[config.mk]
export PLATFORM = sky130hd
export DESIGN_NAME = sram_rd_pipe
export DESIGN_NICKNAME = d
export VERILOG_FILES = /design/src/rtl/sram_rd_pipe.sv
export SDC_FILE = /design/constraint.sdc
export NUM_CORES = 1
export LEC_CHECK = 0
export ABC_CLOCK_PERIOD_IN_PS = 2700
export CORE_MARGIN = 2
export CORE_UTILIZATION = 40
export CTS_CLUSTER_SIZE = 24
export DETAILED_ROUTE_END_ITERATION = 12
export PLACE_DENSITY = 0.82
export RECOVER_POWER = 100
export SLEW_MARGIN = 40
export SYNTH_ARGS = -nofsm -noshare
export SYNTH_HDL_FRONTEND = slang
export SYNTH_SLANG_ARGS = --single-unit
[constraint.sdc]
create_clock -name clk -period 2.7 [get_ports clk]
set_clock_uncertainty 0.15 [all_clocks]
set_input_delay 0.54 -clock clk [delete_from_list [all_inputs] [get_ports clk]]
set_output_delay 0.54 -clock clk [all_outputs]
set_load 0.005 [all_outputs]
[src/rtl/sram_rd_pipe.sv]
// Read-data delay line: LAT register stages of {valid, data}. The data
// field only advances with a valid entry, so the output keeps the last
// delivered word while nothing valid is flowing. LAT=0 is a pass-through
// with a small hold register for the same hold behaviour.
module sram_rd_pipe #(
    parameter int W   = 17,
    parameter int LAT = 1
) (
    input  logic         clk,
    input  logic         clr,
    input  logic [W-1:0] in_entry,
    output logic [W-1:0] out_entry
);

    generate
        if (LAT == 0) begin : g_bypass
            logic [W-2:0] hold_r;

            // Remember the last delivered word so it persists when no read is valid
            always_ff @(posedge clk) begin
                if (clr) begin
                    hold_r <= '0;
                end else if (in_entry[W-1]) begin
                    hold_r <= in_entry[W-2:0];
                end
            end

            // Combinational pass-through of the current sample, else the held word
            always_comb begin
                if (in_entry[W-1]) begin
                    out_entry = in_entry;
                end else begin
                    out_entry = {1'b0, hold_r};
                end
            end
        end else begin : g_stages
            logic [W-1:0] stage_r [LAT];

            // Shift valid every cycle; move data only alongside a valid flag
            always_ff @(posedge clk) begin
                if (clr) begin
                    for (int i = 0; i < LAT; i++) begin
                        stage_r[i] <= '0;
                    end
                end else begin
                    stage_r[0][W-1] <= in_entry[W-1];
                    if (in_entry[W-1]) begin
                        stage_r[0][W-2:0] <= in_entry[W-2:0];
                    end
                    for (int i = 1; i < LAT; i++) begin
                        stage_r[i][W-1] <= stage_r[i-1][W-1];
                        if (stage_r[i-1][W-1]) begin
                            stage_r[i][W-2:0] <= stage_r[i-1][W-2:0];
                        end
                    end
                end
            end

            assign out_entry = stage_r[LAT-1];
        end
    endgenerate

endmodule

---- Word level (Yosys, flattened, before mapping) ----
Memories as Yosys holds them, arrays and structs flattened.
Cells that the tools add are included.
word-level totals
  register bits ........................... 0
  bits in writable memories ............... 17
  input port bits ......................... 19
  memories kept ........................... 1
cells by class
  mux-type cells .......................... 8
  reduce and logical (&&, ||, !) cells .... 1
memory list
  name              depth  width  read ports  clocked after Yosys merged registers in  wr ports  line  RTL
  g_stages.stage_r  1      17     1           0                                        2         37    logic [W-1:0] stage_r [LAT];
operator list
  kind                 number
  17-bit 2-to-1 mux    1
  17-bit OR reduction  1
  1-bit 2-to-1 mux     6
  2-bit 2-to-1 mux     1

---- Depth between registers and ports, before layout ----
Gate-level depths: netlist of run 1.
  word-level depth ........................ 3
  gate-level depth with buffers ........... 2

---- Least setup slack after synthesis of run 1 ----
No wires, ideal clock.
  path type ............................... input-to-reg
  start point ............................. in clr
  end point ............................... mem g_stages.stage_r[0][0] (enable)
  setup time .............................. 0.373 ns
  data arrival time ....................... 1.042 ns
  required time ........................... 2.177 ns
  path slack .............................. 1.135 ns
  stages on the path ...................... 2
  buffers on the path ..................... 1
  cells stage by stage .................... buf_6 -> or2_1
RTL lines
  element             line  RTL
  start: declaration  10    input logic clr,
  end: declaration    37

==> results of run 1 <==
==> cells in the final DEF, fill, tap and decap left out <==
cell / synthesis / final
nor2b_1: 1 / 1
buf_4: 1 / 1
clkbuf_4: 0 / 3
edfxtp_1: 16 / 16
dfxtp_1: 1 / 1
clkbuf_1: 0 / 2
or2_0: 0 / 1
dlygate4sd3_1: 0 / 18
clkdlybuf4s50_1: 0 / 17
and3b_1: 16 / 16
==> through the flow <==
stage	total power [mW]	setup slack (ns)
floorplan	0.341	1.13
detailed placement	0.413	0.591
global route	0.550	0.453
global placement	0.409	0.654
CTS	0.542	0.840
finish	0.528	0.533
==> per-layer routing <==
layer / GRT usage, % / routed length, microns / vias up
met3: 3.60 / 49 / 0
met1: 17.8 / 588 / 212
met2: 25.1 / 729 / 14
li1: - / - / 219
met4: 8.82 / 0 / 0
met5: 0 / 0 / -
==> layout make-up <==
cell class                 instances  area, sq um  share of cell area, %
clock buffer                       4         26.3                   2.48
multi-input combinational         18          153                   14.4
sequential                        17          500                   47.2
tap                               16         20.0                   1.89
timing repair buffer              37          362                   34.1
==> how the worst max path moves through the flow <==
stage / start / end / cells past startpoint
finish: in_entry[16] / g_stages.stage_r[0][10]$_DFFE_PP_ / 2
global route: in_entry[16] / g_stages.stage_r[0][15]$_DFFE_PP_ / 2
CTS: g_stages.stage_r[0][15]$_DFFE_PP_ / out_entry[15] / 1
detailed placement: in_entry[16] / g_stages.stage_r[0][5]$_DFFE_PP_ / 2
global placement: in_entry[16] / g_stages.stage_r[0][10]$_DFFE_PP_ / 2
floorplan: clr / g_stages.stage_r[0][0]$_DFFE_PP_ / 2
==> where the power goes <==
group          internal [mW]  total (mW)  leakage, nW  switching [mW]
Clock                 0.0572       0.131       0.0150          0.0741
Sequential             0.310       0.315        0.180         0.00461
Combinational         0.0558      0.0815        0.282          0.0257
==> cell families (layout without fill, tap and decap cells) <==
group / count (synthesis) / after routing / synth area share [%]
flops: 17 / 17 / 74.5
buf+inv: 2 / 41 / 2.79
simple gates: 18 / 18 / 22.7
==> impl_metrics.yaml, run 1 <==
drt:
  drc: 0
  detail-route-antenna-nets: 0
  post_drt_wl_per_cell_microns: 14.9
  dr.pass1.iters: 2
  vias: 445
  vias_per_cell: 4.84
  drt_wl_total_mm: 1.37
  drt_iter0_drc: 2
placement:
  placed_area_sq_um: 1040
  dp_cells: 88
  gp_congestion: 0.649
  portBuffers: 35
logic_synthesis:
  netlist_area_sq_um: 672
  synth_common_cells: "and3b_1 (16), edfxtp_1 (16)"
  async_flop_share_pct: 0
  seq_area_frac_synth_pct: 74.5
  synth_nets: 56
  synth-edff-count: 16
  syn_area_per_cell_sq_um: 18.2
  ys_ff_latch: 17
  yosysTopAreaCell: "edfxtp_1"
  synth_ff_type: "edfxtp_1"
  synth_cell_types: 7
  synth_top_area_share_pct: 71.5
  synthTopCellsByArea: "edfxtp_1 (72%), and3b_1 (21%), dfxtp_1 (3.0%)"
  synthCells: 37
  synth_warnings: 0
floorplan:
  die_area_sq_um: 2020
  initial_utilization_pct: 43.6
  io_pins: 36
  placementRows: 14
  coreArea_sq_um: 1540
  die_h_microns: 45.0
  die_w_microns: 45.0
power_and_ir_drop:
  ir_worst_vdd_uv: 316
  leakage_nw: 0.478
  p_per_area_nw_per_um2: 497
run_status:
  status: "finished, final reports clean"
sta:
  whs_ns: 0.793
  finalCriticalPeriod_ns: 2.17
  finalMaxSlewViolations: 0
  setup_viol: 0
  period_share_pct: 80.3
  hold_violations: 0
  tns_ns: 0
  fmax_mhz: 462
  worst_pin_slew_ns: 1.09
  rsz0062_at_grt: "no"
  relSlewSlack_pct: 27.4
worst_setup_path:
  critical_path_required_ns: 2.46
  slowest_stage: "or2_0"
  crit_path_cell_trace: "dlygate4sd3_1 -> or2_0"
  path_class: "in2reg"
  arrival_ns: 1.92
  worstPathMaxFanout: 16
  cp_num_buf_inv: 1
  cp-start-kind: "primary input"
  slowest_delay_ns: 0.83
  endpoint_kind: "flop"
  cp_top_family: "simple AND/OR/NAND/NOR gates"
final_layout:
  largest_reg_flops: 17
  final_core_util_pct: 68.8
  reg.largest.list: "g_stages.stage_r (17)"
  design_area_sq_um: 1060
  antenna_cells: 0
  regMostFlops: "g_stages.stage_r"
  drive_gt1_share_pct: 5.26
  fillers: 115
  synthToLayoutAreaGrowth_pct: 57.9
  final_nets: 96
  stdcell_count: 92
grt:
  antenna_found_initial: 0
  grt_max_degree: 18
  grt_pass1_vias: 406
  grt.total_usage_pct: 15.1
  grt_first_pass_wirelength_mm: 2.04
  grt_overflow_total: 0
clock_network:
  numCtsBuffers: 3
  ctsResizeCount: 0
  cts_tree: "yes"
  clkSinkCount: 17
  clk_pin_slew_ns: 0.09
  clockBufferDepth: 2
  root_buffer: "clkbuf_4"
  cts_setup_buffers: 0
  hold_buffers: 0
  h-tree-depth: 1
hold_path:
  holdCritPathClass: "in2reg"
  holdPathEnd: "g_stages.stage_r[0][14]$_DFFE_PP_"
  hold_start: "in_entry[14]"
  min_path_cells: 2
job:
  maxCapViolations: 0
Power figures use the tool's default switching activity.
==> run 2: changes to the inputs <==
ABC_CLOCK_PERIOD_IN_PS = 2100   (was 2700)
CORE_UTILIZATION = 37   (was 40)
PLACE_DENSITY = 0.77   (was 0.82)
clock period = 2.1 ns   (was 2.7 ns; I/O delays follow)
==> run 2 against run 1 <==
Net effect: worst setup slack worse by 0.29 ns; sequential cell count unchanged; cell count up 9.8%; die area up 7.4%; combinational power up 29%; critical path depth down 1; global-route usage down 2.5 points; non-clock buffer count unchanged; count of clock-buffer cells in the layout down 1; routed wire length up 0.80%; via count up 0.45%; largest cell class unchanged; largest power group unchanged.
==> impl_metrics.yaml, run 2 (same netlist as run 1, synthesis figures left out) <==
clock_network:
  clockBufferDepth: 2
  ctsResizeCount: 0
  clkSinkCount: 17
  root_buffer: "clkbuf_4"
  cts_tree: "yes"
  numCtsBuffers: 3
  cts_setup_buffers: 0
  h-tree-depth: 1
  clk_pin_slew_ns: 0.10
  hold_buffers: 0
drt:
  route.met3.wl_microns: 86
  wl_met1_microns: 573
  vias_per_cell: 4.43
  dr.pass1.iters: 2
  drc: 0
  post_drt_wl_per_cell_microns: 13.6
  top_layer: "met4"
  vias: 447
  wl_met2_microns: 697
  detail-route-antenna-nets: 0
  drt_wl_total_mm: 1.38
  drt_iter0_drc: 2
sta:
  hold_violations: 0
  tns_ns: 0
  period_share_pct: 88.4
  rsz0062_at_grt: "no"
  finalCriticalPeriod_ns: 1.86
  relSlewSlack_pct: 55.7
  setup_viol: 0
  worst_pin_slew_ns: 0.665
  finalMaxSlewViolations: 0
  fmax_mhz: 539
  fin_ws_ns: 0.244
run_status:
  status: "finished, final reports clean"
grt:
  grt_overflow_total: 0
  grt_max_degree: 18
  antenna_found_initial: 0
  grt.total_usage_pct: 12.6
  grt_pass1_vias: 374
  grt_first_pass_wirelength_mm: 1.81
worst_setup_path:
  critical_path_required_ns: 1.53
  cp-start-kind: "flop"
  cp_num_buf_inv: 1
  endpoint_kind: "output port"
  slowest_delay_ns: 0.61
  slowest_stage: "dlygate4sd3_1"
  crit_path_cell_trace: "dlygate4sd3_1"
  path_class: "reg2out"
  cp_top_family: "buffers and inverters"
  worstPathMaxFanout: 1
  arrival_ns: 1.29
final_layout:
  synthToLayoutAreaGrowth_pct: 59.8
  final_nets: 96
  antenna_cells: 0
  reg.largest.list: "g_stages.stage_r (17)"
  drive_gt1_share_pct: 6.58
  regMostFlops: "g_stages.stage_r"
  final_common_cell: "dlygate4sd3_1"
  final_cell_mix: "dlygate4sd3_1 (18), clkdlybuf4s50_1 (17), and3b_1 (16), edfxtp_1 (16), clkbuf_4 (3)"
  largest_reg_flops: 17
  fillers: 140
power_and_ir_drop:
  seqPwrFrac_pct: 59.2
  clock_power_share_pct: 25.5
  switchingPower_uw: 142
  leakage_nw: 0.481
  power_frac_comb_pct: 15.3
  ir_worst_vdd_uv: 439
  p_per_area_nw_per_um2: 637
  power.share.switching_pct: 20.8
  p_int_uw: 541
floorplan:
  initial_utilization_pct: 39.3
  die_area_sq_um: 2170
  placementRows: 15
  die_h_microns: 46.6
  coreArea_sq_um: 1710
  die_w_microns: 46.6
  io_pins: 36
hold_path:
  hold_start: "in_entry[5]"
  holdCritPathClass: "in2reg"
  min_path_cells: 2
  holdPathEnd: "g_stages.stage_r[0][5]$_DFFE_PP_"
job:
  maxCapViolations: 0
placement:
  place_ws_ns: 0.128
  gp_congestion: 0.673
  portBuffers: 35
run 2: cell types whose count changed in the layout (fill, tap and decap cells not counted):
cell	change
clkinv_2	+1
clkbuf_1	-1
or2_1	+1
or2_0	-1
run 2: per-layer routing:
layer / track usage [%] / up-vias
met5: 0 / -
met4: 8.33 / 0
met3: 3.14 / 2
met2: 20.6 / 19
met1: 14.6 / 206
li1: - / 220
run 2: worst max-delay path by stage:
stage / from / end / depth (start not counted)
floorplan: clr / g_stages.stage_r[0][0]$_DFFE_PP_ / 2
global placement: clr / g_stages.stage_r[0][8]$_DFFE_PP_ / 2
detailed placement: in_entry[16] / g_stages.stage_r[0][6]$_DFFE_PP_ / 2
CTS: g_stages.stage_r[0][0]$_DFFE_PP_ / out_entry[0] / 1
global route: g_stages.stage_r[0][3]$_DFFE_PP_ / out_entry[3] / 1
finish: g_stages.stage_r[0][0]$_DFFE_PP_ / out_entry[0] / 1
run 2: power groups by stage:
stage	clock network [mW]	logic [mW]	registers, mW
2_1_floorplan	0	0.0217	0.417
3_3_place_gp	0	0.114	0.413
3_5_place_dp	0	0.117	0.414
4_1_cts	0.180	0.117	0.406
5_1_grt	0.191	0.113	0.407
6_report	0.174	0.105	0.404
run 2: layout make-up:
cell class | count | area (sq um) | area share (%)
well taps | 25 | 31.3 | 2.91
repair buffers | 37 | 362 | 33.7
clock inverters | 1 | 5.00 | 0.466
flip-flops and latches | 17 | 500 | 46.6
clock buffers | 3 | 22.5 | 2.10
multi-input cells | 18 | 153 | 14.2
run 2: through the flow:
| step | hold WS [ns] | utilization, % | area (sq um) | power (mW) | std cells |
|---|---|---|---|---|---|
| final | 0.664 | 62.9 | 1070 | 0.683 | 101 |
| after global routing | 0.662 | 62.9 | 1070 | 0.711 | 101 |
| after CTS | 0.658 | 63.1 | 1080 | 0.703 | 101 |
| after detailed placement | 0.965 | 61.5 | 1050 | 0.531 | 97 |
| after global placement | 0.960 | 61.5 | 1050 | 0.527 | 97 |
| after floorplan | 0.444 | - | 672 | 0.439 | 37 |
